### src/rtl/interrupt_sequencer_if.sv
// interrupt_sequencer_if: CPU-side and memory-bus signals of the interrupt sequencer.
// brk_req exists only when INTERRUPT_SEQUENCER_BRK_EN is defined.
interface interrupt_sequencer_if;
    logic        nmi_n;
    logic        irq_n;
    logic        i_flag;
    logic        fetch;
    logic [15:0] pc;
    logic [7:0]  status;
    logic [7:0]  sp;
    logic [7:0]  data_in;
`ifdef INTERRUPT_SEQUENCER_BRK_EN
    logic        brk_req;
`endif
    logic        int_take;
    logic        busy;
    logic [15:0] address;
    logic [7:0]  data_out;
    logic        read_write;
    logic        sp_dec;
    logic        pc_load;
    logic [15:0] pc_new;
    logic        set_i;

    modport master (
`ifdef INTERRUPT_SEQUENCER_BRK_EN
        input  brk_req,
`endif
        input  nmi_n, irq_n, i_flag, fetch, pc, status, sp, data_in,
        output int_take, busy, address, data_out, read_write, sp_dec, pc_load, pc_new, set_i
    );

    modport slave (
`ifdef INTERRUPT_SEQUENCER_BRK_EN
        output brk_req,
`endif
        output nmi_n, irq_n, i_flag, fetch, pc, status, sp, data_in,
        input  int_take, busy, address, data_out, read_write, sp_dec, pc_load, pc_new, set_i
    );
endinterface

### src/rtl/interrupt_sequencer.sv
// interrupt_sequencer: drives reset-vector fetch and NMI/IRQ entry (push PC/P, set I, load vector).
// Defining INTERRUPT_SEQUENCER_BRK_EN adds BRK entry through IRQ_VECTOR with B=1 pushed.
module interrupt_sequencer #(
    parameter logic [15:0] NMI_VECTOR   = 16'hFFFA,
    parameter logic [15:0] RESET_VECTOR = 16'hFFFC,
    parameter logic [15:0] IRQ_VECTOR   = 16'hFFFE
) (
    input logic                   clk,
    input logic                   rst,
    interrupt_sequencer_if.master bus
);
    typedef enum logic [2:0] {RST_LO, RST_HI, IDLE, PUSH_PCH, PUSH_PCL, PUSH_P, VEC_LO, VEC_HI} state_t;

    state_t      state_q, state_d;
    logic        nmi_pending_q, nmi_pending_d;
    logic        nmi_prev_q;
    logic        brk_q, brk_d;
    logic [15:0] vec_sel_q, vec_sel_d;
    logic [7:0]  vec_lo_q, vec_lo_d;
    logic        take, brk_in;
    logic [15:0] stack_addr;

`ifdef INTERRUPT_SEQUENCER_BRK_EN
    assign brk_in = bus.brk_req;
`else
    assign brk_in = 1'b0;
`endif

    assign stack_addr = {8'h01, bus.sp};
    assign take = (state_q == IDLE) && bus.fetch &&
                  (nmi_pending_q || (!bus.irq_n && !bus.i_flag) || brk_in);

    always_ff @(posedge clk or negedge rst) begin
        if (!rst) begin
            state_q       <= RST_LO;
            nmi_pending_q <= 1'b0;
            nmi_prev_q    <= 1'b1;
            brk_q         <= 1'b0;
            vec_sel_q     <= RESET_VECTOR;
            vec_lo_q      <= 8'h00;
        end else begin
            state_q       <= state_d;
            nmi_pending_q <= nmi_pending_d;
            nmi_prev_q    <= bus.nmi_n;
            brk_q         <= brk_d;
            vec_sel_q     <= vec_sel_d;
            vec_lo_q      <= vec_lo_d;
        end
    end

    always_comb begin
        state_d        = state_q;
        // a take with NMI pending always services the NMI, so take alone clears it; a fresh edge still wins
        nmi_pending_d  = (nmi_prev_q && !bus.nmi_n) || (nmi_pending_q && !take);
        vec_sel_d      = take ? (nmi_pending_q ? NMI_VECTOR : IRQ_VECTOR) : vec_sel_q;
        brk_d          = take ? (!nmi_pending_q && brk_in) : brk_q;
        vec_lo_d       = vec_lo_q;
        bus.int_take   = 1'b0;
        bus.busy       = 1'b0;
        bus.address    = 16'h0000;
        bus.data_out   = 8'h00;
        bus.read_write = 1'b0;
        bus.sp_dec     = 1'b0;
        bus.pc_load    = 1'b0;
        bus.pc_new     = 16'h0000;
        bus.set_i      = 1'b0;
        case (state_q)
            RST_LO: begin
                bus.busy    = 1'b1;
                bus.address = RESET_VECTOR;
                vec_lo_d    = bus.data_in;
                state_d     = RST_HI;
            end
            RST_HI: begin
                bus.busy    = 1'b1;
                bus.address = RESET_VECTOR + 16'd1;
                bus.pc_new  = {bus.data_in, vec_lo_q};
                bus.pc_load = 1'b1;
                bus.set_i   = 1'b1;
                state_d     = IDLE;
            end
            IDLE: begin
                bus.int_take = take;
                state_d      = take ? PUSH_PCH : IDLE;
            end
            PUSH_PCH, PUSH_PCL, PUSH_P: begin
                bus.busy       = 1'b1;
                bus.address    = stack_addr;
                bus.read_write = 1'b1;
                bus.sp_dec     = 1'b1;
                bus.data_out   = (state_q == PUSH_PCH) ? bus.pc[15:8] :
                                 (state_q == PUSH_PCL) ? bus.pc[7:0] :
                                 {bus.status[7:6], 1'b1, brk_q, bus.status[3:0]};
                bus.set_i      = (state_q == PUSH_P);
                state_d        = (state_q == PUSH_PCH) ? PUSH_PCL :
                                 (state_q == PUSH_PCL) ? PUSH_P : VEC_LO;
            end
            VEC_LO: begin
                bus.busy    = 1'b1;
                bus.address = vec_sel_q;
                vec_lo_d    = bus.data_in;
                state_d     = VEC_HI;
            end
            VEC_HI: begin
                bus.busy    = 1'b1;
                bus.address = vec_sel_q + 16'd1;
                bus.pc_new  = {bus.data_in, vec_lo_q};
                bus.pc_load = 1'b1;
                state_d     = IDLE;
            end
            default: state_d = RST_LO;
        endcase
    end
endmodule
### src/flat_wrapper.sv
// flat-port wrapper written by rule: the top's interface ports become plain ports
module interrupt_sequencer_flat 
#(
    parameter logic [15:0] NMI_VECTOR   = 16'hFFFA,
    parameter logic [15:0] RESET_VECTOR = 16'hFFFC,
    parameter logic [15:0] IRQ_VECTOR   = 16'hFFFE
)
  (clk, rst, bus_nmi_n, bus_irq_n, bus_i_flag, bus_fetch, bus_pc, bus_status, bus_sp, bus_data_in, bus_int_take, bus_busy, bus_address, bus_data_out, bus_read_write, bus_sp_dec, bus_pc_load, bus_pc_new, bus_set_i);
  interrupt_sequencer_if bus_i ();
  input logic clk;
  input logic rst;
  input wire logic [$bits(bus_i.nmi_n)-1:0] bus_nmi_n;
  input wire logic [$bits(bus_i.irq_n)-1:0] bus_irq_n;
  input wire logic [$bits(bus_i.i_flag)-1:0] bus_i_flag;
  input wire logic [$bits(bus_i.fetch)-1:0] bus_fetch;
  input wire logic [$bits(bus_i.pc)-1:0] bus_pc;
  input wire logic [$bits(bus_i.status)-1:0] bus_status;
  input wire logic [$bits(bus_i.sp)-1:0] bus_sp;
  input wire logic [$bits(bus_i.data_in)-1:0] bus_data_in;
  output wire logic [$bits(bus_i.int_take)-1:0] bus_int_take;
  output wire logic [$bits(bus_i.busy)-1:0] bus_busy;
  output wire logic [$bits(bus_i.address)-1:0] bus_address;
  output wire logic [$bits(bus_i.data_out)-1:0] bus_data_out;
  output wire logic [$bits(bus_i.read_write)-1:0] bus_read_write;
  output wire logic [$bits(bus_i.sp_dec)-1:0] bus_sp_dec;
  output wire logic [$bits(bus_i.pc_load)-1:0] bus_pc_load;
  output wire logic [$bits(bus_i.pc_new)-1:0] bus_pc_new;
  output wire logic [$bits(bus_i.set_i)-1:0] bus_set_i;
  assign bus_i.nmi_n = bus_nmi_n;
  assign bus_i.irq_n = bus_irq_n;
  assign bus_i.i_flag = bus_i_flag;
  assign bus_i.fetch = bus_fetch;
  assign bus_i.pc = bus_pc;
  assign bus_i.status = bus_status;
  assign bus_i.sp = bus_sp;
  assign bus_i.data_in = bus_data_in;
  assign bus_int_take = bus_i.int_take;
  assign bus_busy = bus_i.busy;
  assign bus_address = bus_i.address;
  assign bus_data_out = bus_i.data_out;
  assign bus_read_write = bus_i.read_write;
  assign bus_sp_dec = bus_i.sp_dec;
  assign bus_pc_load = bus_i.pc_load;
  assign bus_pc_new = bus_i.pc_new;
  assign bus_set_i = bus_i.set_i;
  interrupt_sequencer #(.NMI_VECTOR(NMI_VECTOR), .RESET_VECTOR(RESET_VECTOR), .IRQ_VECTOR(IRQ_VECTOR)) u_core (.clk(clk), .rst(rst), .bus(bus_i));
endmodule
### config.mk
export PLATFORM = sky130hd
export DESIGN_NAME = interrupt_sequencer_flat
export DESIGN_NICKNAME = d
export VERILOG_FILES = /design/src/rtl/interrupt_sequencer_if.sv /design/src/rtl/interrupt_sequencer.sv /design/src/flat_wrapper.sv
export SDC_FILE = /design/constraint.sdc
export NUM_CORES = 1
export LEC_CHECK = 0
export BUFFER_PORTS_ARGS = -buffer_cell sky130_fd_sc_hd__buf_4
export CAP_MARGIN = 40
export CORE_MARGIN = 2
export CORE_UTILIZATION = 43
export CTS_BUF_LIST = sky130_fd_sc_hd__clkbuf_4 sky130_fd_sc_hd__clkbuf_8 sky130_fd_sc_hd__clkbuf_16
export DETAILED_ROUTE_END_ITERATION = 8
export GPL_TIMING_DRIVEN = 0
export PLACE_DENSITY = 0.9
export SLEW_MARGIN = 20
export SYNTH_ARGS = -nofsm -noshare
export SYNTH_HDL_FRONTEND = slang
export SYNTH_SLANG_ARGS = --single-unit
### constraint.sdc
create_clock -name clk -period 5.4 [get_ports clk]
set_input_delay 1.08 -clock clk [delete_from_list [all_inputs] [get_ports clk]]
set_output_delay 1.08 -clock clk [all_outputs]
set_load 0.02 [all_outputs]
### Word level (Yosys, flattened, before mapping)

Cells that the tools add are included.

* register bits: 29
* bits of input ports: 46
* output and inout bits: 46
* word-level logic and storage cells: 44

* $add $sub $neg: 1
* equal/unequal tests: 7
* multiplexer cells: 15
* reductions and logical operators: 16

Operators with widths (number)
* $pmux 16 s5: 1
* $mux 8: 3
* $add 16x1->16 const B: 1
* $mux 16: 1
* $pmux 3 s5: 1
* $eq 3x3->1 const B: 4
* $reduce_or 7->1: 1
* $eq 3x2->1 const B: 2
* $mux 3: 2
* $logic_and 1x1->1: 5
* $mux 1: 5
* $logic_not 1->1: 4
* $reduce_or 2->1: 2
* $eq 3x1->1 const B: 1
* $logic_not 3->1: 1
* $reduce_or 3->1: 1
* $logic_or 1x1->1: 2
* $mux 2: 1
* $pmux 1 s2: 1

### Depth between registers and ports, before layout

* depth after elaboration: 7
* mapped depth: 8

### Worst setup path before layout

No wires, ideal clock.

* kind: input to output
* start point: in bus_i_flag
* end point: out bus_int_take
* arrival: 2084 ps
* data required time: 4320 ps
* slack: 2236 ps
* stages on the path: 2
* path buffers: 0
* cell sequence: o21bai_1 -> nor4b_1

* word-level cells in the longest chain between the ends: 5

Ends and longest elaborated chain
* start: declaration: RTL line flat_wrapper.sv:14 `input wire logic [$bits(bus_i.i_flag)-1:0] bus_i_flag;`
* $logic_not 1->1: RTL line interrupt_sequencer.sv:31 `(nmi_pending_q || (!bus.irq_n && !bus.i_flag) || brk_in);`
* $logic_and 1x1->1: RTL line interrupt_sequencer.sv:31
* $logic_or 1x1->1: RTL line interrupt_sequencer.sv:31
* $logic_and 1x1->1: RTL line interrupt_sequencer.sv:30 `assign take = (state_q == IDLE) && bus.fetch &&`
* $mux 1: RTL line interrupt_sequencer.sv:67 `case (state_q)`
* end: declaration: RTL line flat_wrapper.sv:20 `output wire logic [$bits(bus_i.int_take)-1:0] bus_int_take;`

Every way passes these cells.

### Worst setup path after layout

* start point: reg u_core.state_q[1]
* end point: out bus_address[2]

* word-level cells in the longest chain between the ends: 3
* elaborated cells between the ends (all ways): 9

Ends and longest elaborated chain
* start: declaration: RTL line interrupt_sequencer.sv:14 `state_t state_q, state_d;`
* start signal: assignment: RTL line interrupt_sequencer.sv:42 `state_q <= state_d;`
* $eq 3x3->1 or $eq 3x2->1 (tied branches): RTL line interrupt_sequencer.sv:67
* $reduce_or 3->1: RTL line interrupt_sequencer.sv:67
* $pmux 16 s5 (*): RTL line interrupt_sequencer.sv:67
* end: declaration: RTL line flat_wrapper.sv:22 `output wire logic [$bits(bus_i.address)-1:0] bus_address;`

Every way passes the cells marked *; elsewhere a longest branch is shown, timed or not.

==> metrics.csv <==
metric,value,unit
grt_start_max_net_pins,16,
avgRoutedWirePerCell,13.0,µm
worst_pin_slew,0.532,ns
setup_viol,0,
std_cell_rows,19,
post-place-ws,2.21,ns
vdd_drop_max,688,µV
slowest_delay,0.36,ns
endpoint_kind,output port,
ys.warnings.count,0,
fill_cells,215,
clk_pin_slew,0.09,ns
num_antenna_cells,0,
status,completed,
synth-seq-cells,15,
postRouteAntennaNets,0,
coreArea,0.00269,mm²
drt_iter0_drc,40,
rsz0062_at_grt,false,
synth_top_area_share,27.3,%
syn-num-nets,177,
drc,0,
drive_above_1_share,54.1,%
fmax,0.284,GHz
cp_top_family,buffers and inverters,
hold_viol_final,0,
gp_congestion,0.808,
grt_pass1_wl,5560,µm
maxCapViolations,0,
synth_edf_count,0,
syn_to_final_growth,61.9,%
synth_cell_types,39,
r2r_slack,3.51,ns
slew_headroom,64.0,%
synth_area_leader_cell,dfrtp_1,
crit_path_max_fanout,10,
cp_cell_sequence,buf_2 > buf_1 > inv_1 > ha_1 > clkbuf_1 > o2111ai_1 > o21ai_0 > a21o_1 > buf_4,
dr.pass1.iters,4,
numCtsBuffers,3,
postCtsSetupBuffers,0,
cts_tree,done,
avgSynthCellArea,9.22,µm²
worstPathRequired,4.32,ns
die_area,0.00320,mm²
grt_antenna_before_repair,0,
synth_most_common_cell,and3_1,
clock-sinks,15,
cts_hold_buf,0,
final.setup.worst_slack,1.88,ns
netlist_top_cells_area,"dfrtp_1 27%, mux2_4 10%, and3_1 8.9%",
cp_num_cells,9,
slowest_stage,dfrtp_1,
die_width,56.6,µm
cp_num_buf_inv,5,
fin_crit,3.52,ns
cts_resized,0,
clock-root-buffer,clkbuf_4,
start_kind,register,
ios,92,
crit_type,reg -> out,
die_height,56.6,µm
dp_hpwl,2670,µm
p_per_area,773,mW/mm²
synthTopCellsByCount,"17 x and3_1, 13 x dfrtp_1, 10 x o21ai_0, 8 x mux2_4, 8 x nand2_1",
initial_core_util,44.3,%
regArea,378,µm²
grt_util_all_layers,21.6,%
leakage,1.07,nW
clock_skew,0.00395,ns
htree_levels,1,
routed_wl,3290,µm
synth_area,0.00119,mm²
viasPerCell,4.94,
min_period_over_period,65.3,%
synth-seq-area-share,31.8,%
synthArstFlopShare,100,%
io_buffers,89,
hold_class,reg -> reg,
via_count,1249,
netlist_instances,129,
r2r_cells,7,
timing.setup.tns,0,ns
synth_ff_type,dfrtp_1,
multi_input_area,689,µm²
gr-total-overflow,0,
grt_pass1_vias,1183,
hold_depth,1,
crit_arrival,2.44,ns
clockBufferDepth,2,
clk_latency,0.29,ns
drv_slew,0,
final_nets,271,
==> cell families after synthesis <==
family,share of synthesized area (%)
mux,15.1
simple gates,22.9
flops,31.8
compound gates,16.4
xor+xnor,1.37
fa+ha+maj,2.10
buf+inv,10.3
==> registers in the layout, indices dropped and copies added (netlist names) <==
name                  flops
u_core.nmi_pending_q      1
u_core.vec_sel_q          2
u_core.nmi_prev_q         1
u_core.vec_lo_q           8
u_core.state_q            3
==> cell type report <==
cell class	count	area share, %
repair buffers	89	34.7
multi-input cells	92	35.8
clock inverters	1	0.390
well taps	31	2.01
flip-flops and latches	15	19.6
plain buffers	18	5.58
inverters	4	0.779
clock buffers	3	1.17
==> routing by layer <==
layer  wire, µm  global-route usage (%)  vias to the layer above
met5          0                       0                        -
met4         17                    3.74                        0
met3        147                    4.84                        2
met2       1660                    34.7                       31
met1       1470                    30.1                      574
li1           -                       -                      642
==> power breakdown <==
| group | internal [mW] | switching, mW | leakage (nW) |
|---|---|---|---|
| registers | 0.168 | 0.0352 | 0.169 |
| clock network | 0.0282 | 0.0379 | 0.0139 |
| logic | 0.587 | 0.632 | 0.885 |
==> per-stage QoR <==
stage	hold slack, ns	total power, mW	cells	utilization (%)	instance area, µm²
detailed placement	0.428	1.43	249	70.6	1900
finish	0.447	1.49	253	71.7	1930
floorplan	0.400	0.998	129	-	1190
global route	0.466	1.60	253	71.7	1930
global placement	0.432	1.41	249	70.6	1900
CTS	0.447	1.50	253	71.7	1930
==> worst paths after layout <==
path | to | start
worst max-delay path | bus_address[2] | u_core.state_q[1]$_DFF_PN0_
worst min register to register | u_core.vec_sel_q[2]$_DFFE_PN1P_ | u_core.nmi_pending_q$_DFF_PN0_
min in group asynchronous | u_core.vec_lo_q[6]$_DFFE_PN0P_ | rst
worst min-delay path | u_core.vec_sel_q[2]$_DFFE_PN1P_ | u_core.nmi_pending_q$_DFF_PN0_
max in group asynchronous | u_core.vec_sel_q[2]$_DFFE_PN1P_ | rst
worst max register to register | u_core.state_q[1]$_DFF_PN0_ | u_core.state_q[1]$_DFF_PN0_
==> layout by cell type, fill, tap and decap left out, types with 5 or more instances in the layout <==
| cell | synthesis | routed |
|---|---|---|
| dfrtp_1 | 13 | 13 |
| mux2_4 | 8 | 8 |
| mux2i_1 | 6 | 6 |
| buf_2 | 5 | 5 |
| a21o_1 | 7 | 7 |
| and3_1 | 17 | 17 |
| buf_4 | 7 | 96 |
| o21ai_0 | 10 | 10 |
| nand2_1 | 8 | 8 |
(Power assumes the default switching activity.)
